--- src/rtl/axis_byte_packer.sv ---
// Byte-to-word AXI-stream packer: MSB-first bytes assembled into one BYTES*8-bit word.
// Define PACKER_TIMEOUT_EN to enable the inter-byte timeout that discards stale partial words.
module axis_byte_packer #(
   parameter int BYTES          = 8,
   parameter int TIMEOUT_CYCLES = 1000000
) (
   input  logic                         clk,
   input  logic                         rst,
   input  logic [7:0]                   s_axis_tdata,
   input  logic                         s_axis_tvalid,
   output logic                         s_axis_tready,
   output logic [BYTES*8-1:0]           m_axis_tdata,
   output logic                         m_axis_tvalid,
   input  logic                         m_axis_tready,
   output logic [$clog2(BYTES+1)-1:0]   fill_count,
   output logic                         drop
);

   localparam int W  = BYTES * 8;
   localparam int CW = $clog2(BYTES + 1);

   typedef enum logic {ST_FILL, ST_HOLD} state_t;

   state_t          state_q, state_d;
   logic [W-1:0]    word_q, word_d;
   logic [CW-1:0]   fill_q, fill_d;
   logic            s_hs;
   logic            expire;

   assign s_hs = s_axis_tvalid && (state_q == ST_FILL);

`ifdef PACKER_TIMEOUT_EN
   localparam int TW = (TIMEOUT_CYCLES > 2) ? $clog2(TIMEOUT_CYCLES) : 1;

   logic [TW-1:0] timer_q, timer_d;
   logic          drop_q;

   assign expire = (state_q == ST_FILL) && (fill_q != '0) &&
                   (timer_q == TW'(TIMEOUT_CYCLES - 1));

   always_comb begin
      timer_d = timer_q + TW'(1);
      if (expire || s_hs || (state_q != ST_FILL) || (fill_q == '0))
         timer_d = '0;
   end

   always_ff @(posedge clk or posedge rst) begin
      if (rst) begin
         timer_q <= '0;
         drop_q  <= 1'b0;
      end else begin
         timer_q <= timer_d;
         drop_q  <= expire;
      end
   end

   assign drop = drop_q;
`else
   assign expire = 1'b0;
   assign drop   = 1'b0;
`endif

   // NOTE: sequential state uses non-blocking assignments only; next-state values come from always_comb.
   always_ff @(posedge clk or posedge rst) begin
      if (rst) begin
         state_q <= ST_FILL;
         word_q  <= '0;
         fill_q  <= '0;
      end else begin
         state_q <= state_d;
         word_q  <= word_d;
         fill_q  <= fill_d;
      end
   end

   // NOTE: every variable gets a default at the top of always_comb so no latch is inferred.
   always_comb begin
      state_d = state_q;
      word_d  = word_q;
      fill_d  = fill_q;
      unique case (state_q)
         ST_FILL: begin
            if (expire) begin
               // A byte landing on the expiry cycle starts the next word.
               word_d = s_hs ? {{(W-8){1'b0}}, s_axis_tdata} : '0;
               fill_d = s_hs ? CW'(1) : '0;
            end else if (s_hs) begin
               word_d = {word_q[W-9:0], s_axis_tdata};
               fill_d = fill_q + CW'(1);
               if (fill_q == CW'(BYTES - 1))
                  state_d = ST_HOLD;
            end
         end
         ST_HOLD: begin
            if (m_axis_tready) begin
               state_d = ST_FILL;
               word_d  = '0;
               fill_d  = '0;
            end
         end
         default: state_d = ST_FILL;
      endcase
   end

   always_comb begin
      s_axis_tready = (state_q == ST_FILL);
      m_axis_tvalid = (state_q == ST_HOLD);
      m_axis_tdata  = word_q;
      fill_count    = fill_q;
   end

endmodule

--- config.mk ---
export PLATFORM = sky130hd
export DESIGN_NAME = axis_byte_packer
export DESIGN_NICKNAME = d
export VERILOG_FILES = /design/src/rtl/axis_byte_packer.sv
export SDC_FILE = /design/constraint.sdc
export NUM_CORES = 1
export LEC_CHECK = 0
export CAP_MARGIN = 20
export CORE_MARGIN = 2
export CORE_UTILIZATION = 40
export DETAILED_ROUTE_END_ITERATION = 8
export PLACE_DENSITY_LB_ADDON = 0.3
export SLEW_MARGIN = 20
export SYNTH_ARGS = -nofsm -noshare
export SYNTH_HDL_FRONTEND = slang
export SYNTH_SLANG_ARGS = --single-unit
--- constraint.sdc ---
create_clock -name clk -period 3.6 [get_ports clk]
set_input_delay 0.54 -clock clk [delete_from_list [all_inputs] [get_ports clk]]
set_output_delay 0.54 -clock clk [all_outputs]
set_load 0.02 [all_outputs]
==> impl_results.rst <==
.. list-table::
   :header-rows: 1

   * - Metric
     - Value
   * - Cell at the root of the clock tree
     - sky130_fd_sc_hd__clkbuf_8
   * - Reg-to-reg endpoint
     - fill_count[2]
   * - Die span in y
     - 83.43 µm
   * - Worst hold slack
     - 0.5014 ns
   * - Skew-Pair Late Insertion Delay
     - 0.33 ns
   * - Final-stage net count
     - 262
   * - Count of nets left with antenna violations after detail routing
     - 0
   * - Worst-case setup margin in the final layout
     - 1.522 ns
   * - Final wirelength
     - 5491 µm
   * - Worst setup path startpoint
     - m_axis_tvalid
   * - H-tree depth
     - 3
   * - Nature of the critical path endpoint
     - primary output
   * - Critical path's top delay family
     - buffers and inverters
   * - Routing usage on met3
     - 6.461%
   * - Clock Power Share
     - 23.1%
   * - Total Negative Setup Slacks
     - 0 ns
   * - PwrDens
     - 789.0 nW/µm²
   * - Maximum VDD drop
     - 0.4632 mV
   * - Type of the worst setup path
     - reg2out
   * - Count of buffers from port buffering
     - 81
   * - Skew final
     - 0.007085 ns
   * - Req. time, crit path
     - 3.06 ns
   * - Maximum capacitance violations
     - 0
   * - Via count of the first global-routing pass
     - 1,734
   * - GRT met2 Usage
     - 22.07%
   * - Final hold violation count
     - 0
   * - DRC errors left
     - 0
   * - Yosys warning count
     - 0
   * - Placed insts
     - 313
   * - Number of iterations in the first detailed-routing pass
     - 4
   * - Switching share of power
     - 33.33%
   * - Initial Util
     - 41.88%
   * - DRT iter0 DRCs
     - 121
   * - Post-layout min period
     - 2.078 ns
   * - Result of the run
     - complete, no violations
   * - Initial antenna violation count
     - 0
   * - Detailed placer's ending HPWL
     - 3601 µm
   * - Clk buf depth
     - 2
   * - Commonest non-fill, non-tap cell in the layout
     - sky130_fd_sc_hd__clkdlybuf4s50_1
   * - Hold/Removal Path Class
     - reg2reg
   * - Sink Count
     - 69
   * - Remaining Overflow, GRT
     - 0
   * - # Post-CTS Setup Buffers
     - 0
   * - Crit path cell chain
     - inv_1 > clkdlybuf4s50_1
   * - Quantity of hold-fixing buffers added after cts
     - 0
   * - Total clock buffers created by CTS
     - 9
   * - Total GRT Usage
     - 16.85%
   * - Layout Cells excl Fill
     - 329
   * - Design internal power
     - 0.001879 W
   * - Final setup violation count
     - 0
   * - Slew of the pin with the lowest slew margin
     - 0.6790 ns
   * - Die area
     - 6961 µm²
   * - Portion of the post-synthesis area used by sequential elements
     - 68.42%
   * - Clock tree from TritonCTS
     - yes
   * - Top library cells by usage in the layout, fill and taps aside
     - sky130_fd_sc_hd__clkdlybuf4s50_1 (81), sky130_fd_sc_hd__dfrtp_1 (69), sky130_fd_sc_hd__a22o_1 (65), sky130_fd_sc_hd__clkbuf_8 (12), sky130_fd_sc_hd__buf_4 (4)
   * - Footprint of the multi-input gates
     - 686.9 µm²
   * - Post-CTS clock slew at the launch and capture registers of the worst setup and hold paths
     - 0.07 ns
   * - Via Count
     - 1,831
   * - Post-placement worst setup slack
     - 1.364 ns
   * - CTS-repair resized insts
     - 0
   * - Gate power share
     - 35.3%
   * - Post-synthesis instance total
     - 168
   * - Sequential group share of total power
     - 41.7%
   * - Slowest-stage cell, CP
     - sky130_fd_sc_hd__clkdlybuf4s50_1
   * - Number of nets produced by synthesis
     - 181
   * - Largest fanout on the critical path
     - 6
   * - Number of fill cells
     - 512
   * - Startpoint type of the worst setup path
     - flop
   * - Leakage power of the design
     - 1.605 nW
   * - Sequential cell area
     - 1727 µm²
   * - RSZ-0062 raised after global routing
     - false
   * - Depth of the most critical reg-to-reg path
     - 4
   * - Worst-case headroom to the max-slew limit
     - 54.73%
   * - Worst Path Arrival
     - 1.54 ns
   * - Area added between synthesis and finish
     - 41.50%
   * - Routed length per placed instance
     - 16.69 µm
   * - Launching point of the worst reg2reg path
     - m_axis_tvalid
   * - Layout cells sized above 1
     - 8.661%
   * - Top-level I/O count
     - 83
   * - Levels on crit path
     - 2
   * - Number of different library cells in the post-synthesis netlist
     - 19
   * - Syn Std Cell Area
     - 2524 µm²
   * - Largest stage delay on the critical path
     - 0.62 ns
   * - Met1 track demand over resource
     - 24.52%
   * - Drt via density
     - 5.565
   * - Post-synthesis sequential element count
     - 69
   * - Final GP Congestion
     - 0.7184
   * - Max frequency
     - 481.1 MHz
   * - Global routing's busiest layer
     - met1
   * - Standard-cell rows
     - 28
   * - Maximum number of pins on one net before global-route repair
     - 68
   * - N_diodes
     - 0
   * - Worst path buffer plus inverter count
     - 2
   * - Total net switching power
     - 0.0009389 W
   * - Final number of max-transition violations
     - 0
   * - Global-route wire length before repair
     - 9211 µm
   * - Avg Inst Size Synth
     - 15.02 µm²
   * - Capture point of the worst path
     - s_axis_tready
   * - Utilization of the core after routing
     - 59.26%
   * - Worst reg2reg setup slack
     - 1.93 ns
   * - Core region area
     - 6026 µm²
   * - Post-route clock period utilization
     - 57.74%
   * - Overall die width
     - 83.43 µm
[worst min path at each step]
stage                           startpoint               end  depth (start not counted)
after detailed placement  m_axis_tdata[58]  m_axis_tdata[58]                          1
final                     m_axis_tdata[58]  m_axis_tdata[58]                          1
after floorplan              fill_count[3]     m_axis_tvalid                          1
after global placement    m_axis_tdata[58]  m_axis_tdata[58]                          1
after global routing      m_axis_tdata[58]  m_axis_tdata[58]                          1
after CTS                              rst  m_axis_tdata[53]                          2
[cell families (layout without fill, tap and decap cells)]
| kind of cell | after synthesis | after routing | share of synthesized area [%] |
|---|---|---|---|
| buf+inv | 18 | 104 | 4.908 |
| other cells | 1 | 1 | 0.1486 |
| simple gates | 7 | 7 | 1.537 |
| fa+ha+maj | 1 | 1 | 0.4957 |
| mux | 2 | 2 | 0.7933 |
| flops | 69 | 69 | 68.42 |
| compound gates | 70 | 70 | 23.70 |
[per-stage QoR]
step	instance area, µm²	total power [W]
global placement	3359	0.002163
CTS	3571	0.002846
finish	3571	0.002817
detailed placement	3359	0.002191
floorplan	2524	0.001670
global route	3571	0.002958
[power by group through the flow]
stage / clock [W] / combinational, W / sequential [W]
3_3_place_gp: 0 / 0.000985 / 0.00118
3_5_place_dp: 0 / 0.00100 / 0.00119
5_1_grt: 0.000700 / 0.00105 / 0.00121
6_report: 0.000650 / 0.000994 / 0.00117
4_1_cts: 0.000664 / 0.00101 / 0.00118
2_1_floorplan: 0 / 0.000268 / 0.00140
[cell type report]
type	count	area share, %
Clock inverter	3	1.191
Sequential cell	69	48.35
Tap cell	75	2.628
Timing Repair Buffer	85	23.55
Inverter	3	0.3153
Clock buffer	13	4.730
Multi-Input combinational cell	81	19.24
[synthesized netlist by cell type]
cell                        n  area share, %
sky130_fd_sc_hd__dfrtp_1   69             68
sky130_fd_sc_hd__a22o_1    65             23
sky130_fd_sc_hd__buf_2      6            1.2
sky130_fd_sc_hd__buf_4      5            1.5
sky130_fd_sc_hd__buf_6      4            1.8
sky130_fd_sc_hd__inv_1      3           0.45
sky130_fd_sc_hd__mux2i_1    2           0.79
sky130_fd_sc_hd__nand2_1    2           0.30
sky130_fd_sc_hd__o21ai_0    2           0.40
sky130_fd_sc_hd__a21oi_1    1           0.20
sky130_fd_sc_hd__a22oi_1    1           0.30
sky130_fd_sc_hd__and2b_1    1           0.30
sky130_fd_sc_hd__conb_1     1           0.15
sky130_fd_sc_hd__ha_1       1           0.50
sky130_fd_sc_hd__nand2b_1   1           0.25
sky130_fd_sc_hd__nand3_1    1           0.20
sky130_fd_sc_hd__nand4_1    1           0.25
sky130_fd_sc_hd__o22ai_1    1           0.25
sky130_fd_sc_hd__or3_1      1           0.25
[state kept, by name (all words and copies together), names as in the netlist]
signal and count:
fill_count 4, m_axis_tvalid 1, m_axis_tdata 64
[layer usage]
layer	part of all wire, %	wire, µm
met3	8.9	489
met2	41	2278
met4	2.1	115
met1	47	2608
met5	0	0
Power figures use the tool's default switching activity.
